## config.mk

```make
export PLATFORM = sky130hd
export DESIGN_NAME = edge_detect_multi
export DESIGN_NICKNAME = d
export VERILOG_FILES = /design/src/rtl/edge_detect_pkg.sv /design/src/rtl/edge_detect_chan.sv /design/src/rtl/edge_detect_multi.sv
export SDC_FILE = /design/constraint.sdc
export NUM_CORES = 1
export LEC_CHECK = 0
export ABC_CLOCK_PERIOD_IN_PS = 2690
export CAP_MARGIN = 25
export CORE_UTILIZATION = 45
export DETAILED_ROUTE_END_ITERATION = 10
export GPL_TIMING_DRIVEN = 1
export HOLD_SLACK_MARGIN = 0.15
export PLACE_DENSITY_LB_ADDON = 0.05
export SLEW_MARGIN = 40
export SYNTH_ARGS = -nofsm -noshare
export SYNTH_HDL_FRONTEND = slang
export SYNTH_SLANG_ARGS = --single-unit
```

## constraint.sdc

```tcl
create_clock -name clk -period 2.69 [get_ports clk]
set_input_delay 0.538 -clock clk [delete_from_list [all_inputs] [get_ports clk]]
set_output_delay 0.538 -clock clk [all_outputs]
set_load 0.01 [all_outputs]
```

## src/rtl/edge_detect_pkg.sv

```systemverilog
// edge_detect_pkg
// Shared types and helpers for the multi-channel edge detector
// (edge_detect_multi / edge_detect_chan).
//   edge_mode_e  : 2-bit per-channel edge select (none / rise / fall / both)
//   chan_mode()  : pulls channel idx's 2-bit field out of a packed mode bus
// Optional feature macro used by the RTL: EDGE_DETECT_MULTI_FILTER_EN.
package edge_detect_pkg;

  typedef enum logic [1:0] {
    EDGE_NONE = 2'b00,
    EDGE_RISE = 2'b01,
    EDGE_FALL = 2'b10,
    EDGE_BOTH = 2'b11
  } edge_mode_e;

  // Widest channel count the helper below can address.
  localparam int MAX_CHANNELS = 32;
  localparam int MODE_BUS_W   = 2 * MAX_CHANNELS;

  // Channel idx occupies bits [2*idx+1:2*idx]. Callers zero-extend their
  // mode bus to MODE_BUS_W so one function serves every WIDTH.
  function automatic edge_mode_e chan_mode(input logic [MODE_BUS_W-1:0] bus,
                                           input int unsigned idx);
    return edge_mode_e'(bus[2*idx +: 2]);
  endfunction

endpackage

```

## src/rtl/edge_detect_chan.sv

```systemverilog
// edge_detect_chan
// One edge-detector channel: N-flop synchroniser, optional debounce filter,
// level register, registered pulse/direction outputs and a sticky flag.
// Optional feature: define EDGE_DETECT_MULTI_FILTER_EN to compile in the
// debounce counter (FILT_LEN consecutive cycles of a new level required).
// Ports:
//   clk        in  : clock, rising edge
//   rst_n      in  : asynchronous active-low reset
//   data_in    in  : raw asynchronous input
//   mode       in  : 2-bit edge select (edge_mode_e encoding)
//   clr        in  : sticky-flag clear, level-sensitive
//   edge_pulse out : one-cycle pulse per enabled edge
//   edge_dir   out : 1 rising / 0 falling, only while edge_pulse is high
//   event_flag out : sticky record of pulses
module edge_detect_chan
  import edge_detect_pkg::*;
#(
  parameter int   SYNC_STAGES = 2,
  parameter int   FILT_LEN    = 4,
  parameter logic INIT_LEVEL  = 1'b0
) (
  input  logic       clk,
  input  logic       rst_n,
  input  logic       data_in,
  input  logic [1:0] mode,
  input  logic       clr,
  output logic       edge_pulse,
  output logic       edge_dir,
  output logic       event_flag
);

  if (SYNC_STAGES < 2 || FILT_LEN < 1) begin : g_bad_params
    $error("edge_detect_chan: SYNC_STAGES must be >= 2 and FILT_LEN >= 1");
  end

  logic [SYNC_STAGES-1:0] sync_q, sync_d;
  logic                   level_q, level_d;
  logic                   pulse_q, pulse_d;
  logic                   dir_q, dir_d;
  logic                   flag_q, flag_d;
  logic                   sync_s;
  logic                   rise_en, fall_en;
  edge_mode_e             mode_e;

  assign sync_s = sync_q[SYNC_STAGES-1];

  always_comb begin
    sync_d = {sync_q[SYNC_STAGES-2:0], data_in};
  end

`ifdef EDGE_DETECT_MULTI_FILTER_EN
  localparam int              CNT_W    = $clog2(FILT_LEN) + 1;
  localparam logic [CNT_W-1:0] CNT_LAST = CNT_W'(FILT_LEN - 1);

  logic [CNT_W-1:0] cnt_q, cnt_d;

  // The level only moves once the synchronised input has disagreed with it
  // for FILT_LEN consecutive cycles; any agreement restarts the count.
  always_comb begin
    cnt_d   = '0;
    level_d = level_q;
    if (sync_s != level_q) begin
      if (cnt_q == CNT_LAST) begin
        level_d = sync_s;
      end else begin
        cnt_d = cnt_q + CNT_W'(1);
      end
    end
  end

  always_ff @(posedge clk or negedge rst_n) begin
    if (!rst_n) begin
      cnt_q <= '0;
    end else begin
      cnt_q <= cnt_d;
    end
  end
`else
  always_comb begin
    level_d = sync_s;
  end
`endif

  // The level register runs regardless of mode, so enabling a direction
  // later only reacts to edges that happen after that point.
  always_comb begin
    mode_e  = edge_mode_e'(mode);
    rise_en = (mode_e == EDGE_RISE) || (mode_e == EDGE_BOTH);
    fall_en = (mode_e == EDGE_FALL) || (mode_e == EDGE_BOTH);
    pulse_d = (level_d != level_q) && (level_d ? rise_en : fall_en);
    dir_d   = pulse_d & level_d;
    // Set has priority over clear so a pulse coinciding with clr is kept.
    flag_d  = pulse_q | (flag_q & ~clr);
  end

  always_ff @(posedge clk or negedge rst_n) begin
    if (!rst_n) begin
      sync_q  <= {SYNC_STAGES{INIT_LEVEL}};
      level_q <= INIT_LEVEL;
      pulse_q <= 1'b0;
      dir_q   <= 1'b0;
      flag_q  <= 1'b0;
    end else begin
      sync_q  <= sync_d;
      level_q <= level_d;
      pulse_q <= pulse_d;
      dir_q   <= dir_d;
      flag_q  <= flag_d;
    end
  end

  assign edge_pulse = pulse_q;
  assign edge_dir   = dir_q;
  assign event_flag = flag_q;

endmodule

```

## src/rtl/edge_detect_multi.sv

```systemverilog
// edge_detect_multi
// WIDTH independent edge-detector channels with per-channel run-time edge
// selection and sticky event flags, plus an OR of all flags.
// Optional feature: define EDGE_DETECT_MULTI_FILTER_EN to add a FILT_LEN-cycle
// debounce in every channel; without it FILT_LEN is ignored.
// Ports:
//   clk        in  : clock, rising edge
//   rst_n      in  : asynchronous active-low reset
//   data_in    in  [WIDTH]   : raw asynchronous inputs
//   mode       in  [2*WIDTH] : edge select, channel i at [2i+1:2i]
//   clr        in  [WIDTH]   : per-channel sticky-flag clear
//   edge_pulse out [WIDTH]   : one-cycle edge pulses
//   edge_dir   out [WIDTH]   : direction of the current pulse (1 = rising)
//   event_flag out [WIDTH]   : sticky flags
//   any_event  out           : OR of event_flag
module edge_detect_multi
  import edge_detect_pkg::*;
#(
  parameter int   WIDTH       = 4,
  parameter int   SYNC_STAGES = 2,
  parameter int   FILT_LEN    = 4,
  parameter logic INIT_LEVEL  = 1'b0
) (
  input  logic                 clk,
  input  logic                 rst_n,
  input  logic [WIDTH-1:0]     data_in,
  input  logic [2*WIDTH-1:0]   mode,
  input  logic [WIDTH-1:0]     clr,
  output logic [WIDTH-1:0]     edge_pulse,
  output logic [WIDTH-1:0]     edge_dir,
  output logic [WIDTH-1:0]     event_flag,
  output logic                 any_event
);

  if (WIDTH < 1 || WIDTH > MAX_CHANNELS) begin : g_bad_width
    $error("edge_detect_multi: WIDTH out of range");
  end

  for (genvar gi = 0; gi < WIDTH; gi++) begin : g_chan
    logic [1:0] chan_mode_sel;

    assign chan_mode_sel = chan_mode(MODE_BUS_W'(mode), gi);

    edge_detect_chan #(
      .SYNC_STAGES (SYNC_STAGES),
      .FILT_LEN    (FILT_LEN),
      .INIT_LEVEL  (INIT_LEVEL)
    ) u_chan (
      .clk        (clk),
      .rst_n      (rst_n),
      .data_in    (data_in[gi]),
      .mode       (chan_mode_sel),
      .clr        (clr[gi]),
      .edge_pulse (edge_pulse[gi]),
      .edge_dir   (edge_dir[gi]),
      .event_flag (event_flag[gi])
    );
  end

  assign any_event = |event_flag;

endmodule

```

==> impl_metrics.csv, run 1 <==
group,metric,value,unit
timing,rsz0062_at_grt,"no",
drt,drtIter0Drc,4,
grt,grt_pass1_wl,1470,um
timing,slew-limit-headroom,80.8,%
final_layout,drive_above_1_share,7.23,%
synth,syn_inst,60,
synth,synth_cell_types,12,
drt,drtPass1Iterations,2,
timing,fin_crit,2.23,ns
clocking,clkLatencyLatePin,0.30,ns
grt,grt_use_total,10.8,%
drt,routedWlPerCell,9.36,um
hold_path,min_delay_path_depth,0,
grt,grt_max_degree,25,
synth,synth-simple-area-share,7.89,%
synth,async_reset_ff_share,100,%
synth,synth.cell_area,825,sq um
hold_path,min_to,"g_chan[1].u_chan.sync_q[1]",
critical_path,crit_type,"reg -> out",
synth,yosysMostFrequentCell,"dfrtp_1",
critical_path,reg2reg_from,"g_chan[1].u_chan.sync_q[1]",
critical_path,cp_data_arrival_time,1.69,ns
timing,hold_ws,0.360,ns
clocking,postCtsHoldBufs,0,
critical_path,required,2.15,ns
final_layout,fin_util,64.3,%
critical_path,setup.worst_path.start_class,"flop",
floorplan,num_rows,15,
clocking,cts_sinks,24,
placement,dpl.hpwl,739,um
floorplan,io_pins,31,
final_layout,synthToLayoutAreaGrowth,34.6,%
floorplan,dieArea,0.00201,sq mm
outcome,status,"completed",
clocking,cts.repair.resized,0,
placement,place.gp.congestion,0.670,
floorplan,core_area,0.00173,sq mm
synth,syn_area_per_cell,13.7,sq um
final_layout,final_nets,102,
critical_path,reg2reg_depth,2,
timing,finalSetupViolCount,0,
clocking,cts-root-buf,"clkbuf_4",
synth,synth_top_family_by_area,"buffers and inverters",
final_layout,num_antenna_cells,0,
critical_path,worstSetupStartpoint,"g_chan[1].u_chan.event_flag",
clocking,numCtsBuffers,3,
grt,grt_antenna_before_repair,0,
final_layout,final_cell_area,0.00111,sq mm
clocking,post-cts-setup-buffer-count,0,
synth,synth_compound_area_share,6.53,%
critical_path,end_kind,"output pin",
synth,synth_edf_count,0,
timing,worst_pin_slew,0.288,ns
power_and_ir_drop,p_leak,0.522,nW
timing,slew_violations,0,
timing,setup_ws,0.463,ns
synth,yosys_warnings,0,
synth,synth-xor-area-share,0,%
power_and_ir_drop,p_per_area,590,mW/mm^2
drt,vias,458,
synth,synth_top_cell_by_area,"dfrtp_1",
timing,hold_violations,0,
synth,syn_nets,78,
synth,muxShareOfSynthArea,0,%
final_layout,n_fill_cell,152,
hold_path,hold_start,"g_chan[1].u_chan.sync_q[0]",
timing,clock_skew,0.00832,ns
drt,routed_wl,1010,um
clocking,cts.path.max_buffers,2,
synth,synth_ff_type,"dfrtp_1",
timing,finalSetupTns,0,ns
power_and_ir_drop,peakVddDrop,471,uV
placement,dpl-instance-area,0.00107,sq mm
grt,grt_pass1_vias,347,
hold_path,worstHoldPathType,"reg -> reg",
drt,drc,0,
floorplan,start_util,47.8,%
synth,ys_seq_area_share,72.8,%
clocking,cts_tree,"built",
placement,port_buffers,30,
critical_path,path_max_fanout,3,
grt,gr-total-overflow,0,
synth,synth_seq_cells,24,
timing,fin_crit_sh,82.8,%
drt,viasPerCell,4.24,
synth,ys_top_cells_by_area,"dfrtp_1 73%, buf_4 11%, a21o_1 2.7%",
critical_path,r2r-end,"g_chan[1].u_chan.edge_pulse",
synth,synth_top_area_share,72.8,%
placement,dp_slack,0.796,ns
critical_path,r2r_slack,1.84,ns
synth,synthAdderAreaFrac,0,%
clocking,clkTransAtPathRegs,0.11,ns
drt,antenna_left,0,
clocking,htreeDepth,1,
job,maxCapViolCount,0,
floorplan,die_width,44.8,um
floorplan,die_h,44.8,um
synth,synth_top_cells_by_count,"24 x dfrtp_1, 12 x buf_4, 4 x inv_1, 4 x nand2_1",
timing,fmax,449,MHz
==> stage by stage <==
stage	power, mW	std cells
floorplan	0.439	60
global placement	0.484	104
detailed placement	0.485	104
CTS	0.668	108
global route	0.692	108
finish	0.655	108
==> cell usage in the layout, fill, tap and decap left out <==
cell and n:
dfrtp_1 24, clkbuf_4 3, a21o_1 3, o21ai_0 3
clkbuf_8 1, nor2_1 3, a21o_2 1, o21bai_1 1
nand2_1 4, nand3b_1 3, clkdlybuf4s50_1 30, inv_1 4
buf_4 1, and3b_1 1, or4_1 1
==> worst max path at each step <==
stage	end	depth (start not counted)
CTS	any_event	2
global route	any_event	2
floorplan	any_event	1
finish	any_event	2
global placement	any_event	2
detailed placement	any_event	2
==> sequential cells by signal (all words and copies together), names as in the netlist <==
name and flops:
g_chan.u_chan.level_q 4, g_chan.u_chan.sync_q 8, g_chan.u_chan.event_flag 4, g_chan.u_chan.edge_dir 4, g_chan.u_chan.edge_pulse 4
==> critical path, stage by stage, from the launching register on <==
cell and delay (ns):
dfrtp_1 0.40, or4_1 0.51, clkdlybuf4s50_1 0.49
==> routing by layer <==
| layer | global-route usage (%) | share of wire [%] | vias up |
|---|---|---|---|
| met2 | 15.0 | 44 | 22 |
| met5 | 0 | 0 | - |
| met3 | 4.40 | 8.5 | 2 |
| met4 | 9.09 | 0.99 | 0 |
| li1 | - | - | 226 |
| met1 | 13.2 | 47 | 208 |
==> kinds of logic (layout without fill, tap and decap cells) <==
group           Yosys count  in the layout
flops                    24             24
buf+inv                  16             39
simple gates             12             12
compound gates            8              8
==> final cells by class <==
cell class                 count  area [sq um]  share of cell area (%)
sequential                    24           601                    54.1
timing repair buffer          31           308                    27.7
multi-input combinational     20           119                    10.7
clock buffer                   4          36.3                    3.27
tap                           25          31.3                    2.82
inverter                       4          15.0                    1.35
==> report_power, final <==
part | leakage, nW | internal [mW] | switching [mW] | total (mW)
clock | 0.0210 | 0.0825 | 0.0963 | 0.179
combinational | 0.206 | 0.0553 | 0.0271 | 0.0824
sequential | 0.295 | 0.383 | 0.0116 | 0.394
Note: power is estimated with default switching activity, not from simulation.
==> run 2: changes to the inputs <==
--- a/config.mk
+++ b/config.mk
@@ -5,9 +5,9 @@
 export SDC_FILE = /design/constraint.sdc
 export NUM_CORES = 1
 export LEC_CHECK = 0
-export ABC_CLOCK_PERIOD_IN_PS = 2690
+export ABC_CLOCK_PERIOD_IN_PS = 2320
 export CAP_MARGIN = 25
-export CORE_UTILIZATION = 45
+export CORE_UTILIZATION = 41
 export DETAILED_ROUTE_END_ITERATION = 10
 export GPL_TIMING_DRIVEN = 1
 export HOLD_SLACK_MARGIN = 0.15
==> constraint.sdc (replaced) <==
create_clock -name clk -period 2.32 [get_ports clk]
set_input_delay 0.464 -clock clk [delete_from_list [all_inputs] [get_ports clk]]
set_output_delay 0.464 -clock clk [all_outputs]
set_load 0.01 [all_outputs]
==> impl_metrics.csv, run 2 (synthesis results as in run 1) <==
group,metric,value,unit
outcome,status,"completed",
final_layout,final_nets,102,
final_layout,n_fill_cell,156,
floorplan,io_pins,31,
final_layout,fin_util,60.8,%
final_layout,num_antenna_cells,0,
critical_path,worstSetupStartpoint,"g_chan[2].u_chan.event_flag",
job,maxCapViolCount,0,
clocking,clkTransAtPathRegs,0.12,ns
timing,finalSetupViolCount,0,
floorplan,num_rows,15,
clocking,cts_sinks,24,
hold_path,worstHoldPathType,"reg -> reg",
clocking,htreeDepth,1,
clocking,post-cts-setup-buffer-count,0,
timing,hold_violations,0,
clocking,postCtsHoldBufs,0,
final_layout,layout_common_cells,"30 x clkdlybuf4s50_1, 24 x dfrtp_1, 4 x nand2_1, 4 x inv_1",
placement,place.gp.congestion,0.604,
timing,finalSetupTns,0,ns
critical_path,setup.worst_path.start_class,"flop",
drt,drc,0,
grt,grt_max_degree,25,
critical_path,path_max_fanout,3,
power_and_ir_drop,p_per_area,654,mW/mm^2
timing,clock_skew,0.000891,ns
timing,hold_ws,0.362,ns
final_layout,drive_above_1_share,6.10,%
drt,viasPerCell,4.36,
grt,grt_pass1_vias,378,
floorplan,start_util,45.8,%
final_layout,regMostFlops,"g_chan.u_chan.sync_q",
floorplan,die_width,46.8,um
grt,grt_antenna_before_repair,0,
critical_path,cp_data_arrival_time,1.69,ns
clocking,cts.path.max_buffers,2,
power_and_ir_drop,peakVddDrop,418,uV
final_layout,final_common_cell,"clkdlybuf4s50_1",
grt,gr-total-overflow,0,
final_layout,largest_reg_flops,8,
drt,antenna_left,0,
drt,routedWlPerCell,9.75,um
timing,slew-limit-headroom,80.9,%
clocking,cts-root-buf,"clkbuf_4",
timing,worst_pin_slew,0.287,ns
critical_path,r2r_slack,1.47,ns
clocking,numCtsBuffers,3,
drt,drtPass1Iterations,2,
floorplan,die_h,46.8,um
critical_path,cp-endpoint,"any_event",
critical_path,reg2reg_from,"g_chan[1].u_chan.sync_q[1]",
timing,rsz0062_at_grt,"no",
placement,dpl-instance-area,0.00107,sq mm
final_layout,final_cell_area,0.00110,sq mm
clocking,clkLatencyLatePin,0.29,ns
drt,vias,466,
critical_path,end_kind,"output pin",
drt,routed_wl,1040,um
timing,fin_crit,2.15,ns
critical_path,crit_type,"reg -> out",
floorplan,core_area,0.00180,sq mm
critical_path,reg2reg_depth,2,
placement,dpl.hpwl,812,um
final_layout,synthToLayoutAreaGrowth,32.9,%
timing,slew_violations,0,
final_layout,final_cells,107,
placement,port_buffers,30,
grt,grt_pass1_wl,1460,um
power_and_ir_drop,p_leak,0.515,nW
critical_path,r2r-end,"g_chan[1].u_chan.edge_pulse",
timing,fin_crit_sh,92.7,%
clocking,cts.repair.resized,0,
floorplan,dieArea,0.00219,sq mm
timing,fmax,465,MHz
clocking,cts_tree,"built",
critical_path,required,1.86,ns
placement,dpl.cell_count,104,
drt,drtIter0Drc,4,
grt,grt_use_total,10.1,%
-- run 2: cell types whose count changed in the layout (fill, tap and decap cells not counted), sizes merged --
cell | previous run | this run
clkbuf | 4 | 3
-- run 2: report_power, final --
part	leakage, nW	switching, mW	internal, mW	total [mW]
sequential	0.295	0.0131	0.444	0.457
clock	0.0138	0.103	0.0603	0.164
combinational	0.206	0.0321	0.0642	0.0963
total	0.515	0.149	0.568	0.717
-- run 2: critical path, cell delays in order (launching register included) --
cell	delay, ns
dfrtp_1	0.41
or4_1	0.50
clkdlybuf4s50_1	0.49
-- run 2: worst min-delay path by stage --
stage	from	endpoint	slack, ns	cells past startpoint
after floorplan	rst_n	g_chan[0].u_chan.edge_dir	0.17	0
after global placement	g_chan[2].u_chan.sync_q[0]	g_chan[2].u_chan.sync_q[1]	0.33	0
after detailed placement	g_chan[3].u_chan.sync_q[0]	g_chan[3].u_chan.sync_q[1]	0.34	0
after CTS	g_chan[2].u_chan.sync_q[0]	g_chan[2].u_chan.sync_q[1]	0.36	0
after global routing	g_chan[2].u_chan.sync_q[0]	g_chan[2].u_chan.sync_q[1]	0.38	0
final	g_chan[2].u_chan.sync_q[0]	g_chan[2].u_chan.sync_q[1]	0.36	0
-- run 2: final cells by class --
class	count	area, sq um	share of cell area [%]
clock buffers	3	22.5	2.05
inverters	4	15.0	1.37
multi-input cells	20	119	10.8
flip-flops and latches	24	601	54.8
well taps	25	31.3	2.85
repair buffers	31	308	28.1
-- run 2: metal layers --
metal	part of all wire, %	track usage (%)	routed length, um
met5	0	0	0
met4	0.96	8.57	10
met3	6.0	2.31	63
met2	45	15.0	473
met1	48	12.4	496
-- run 2: metrics by stage --
stage	setup WS (ns)	total power [mW]
after detailed placement	0.499	0.564
after floorplan	0.922	0.509
after global routing	0.110	0.750
final	0.169	0.717
after CTS	0.159	0.727
after global placement	0.507	0.561
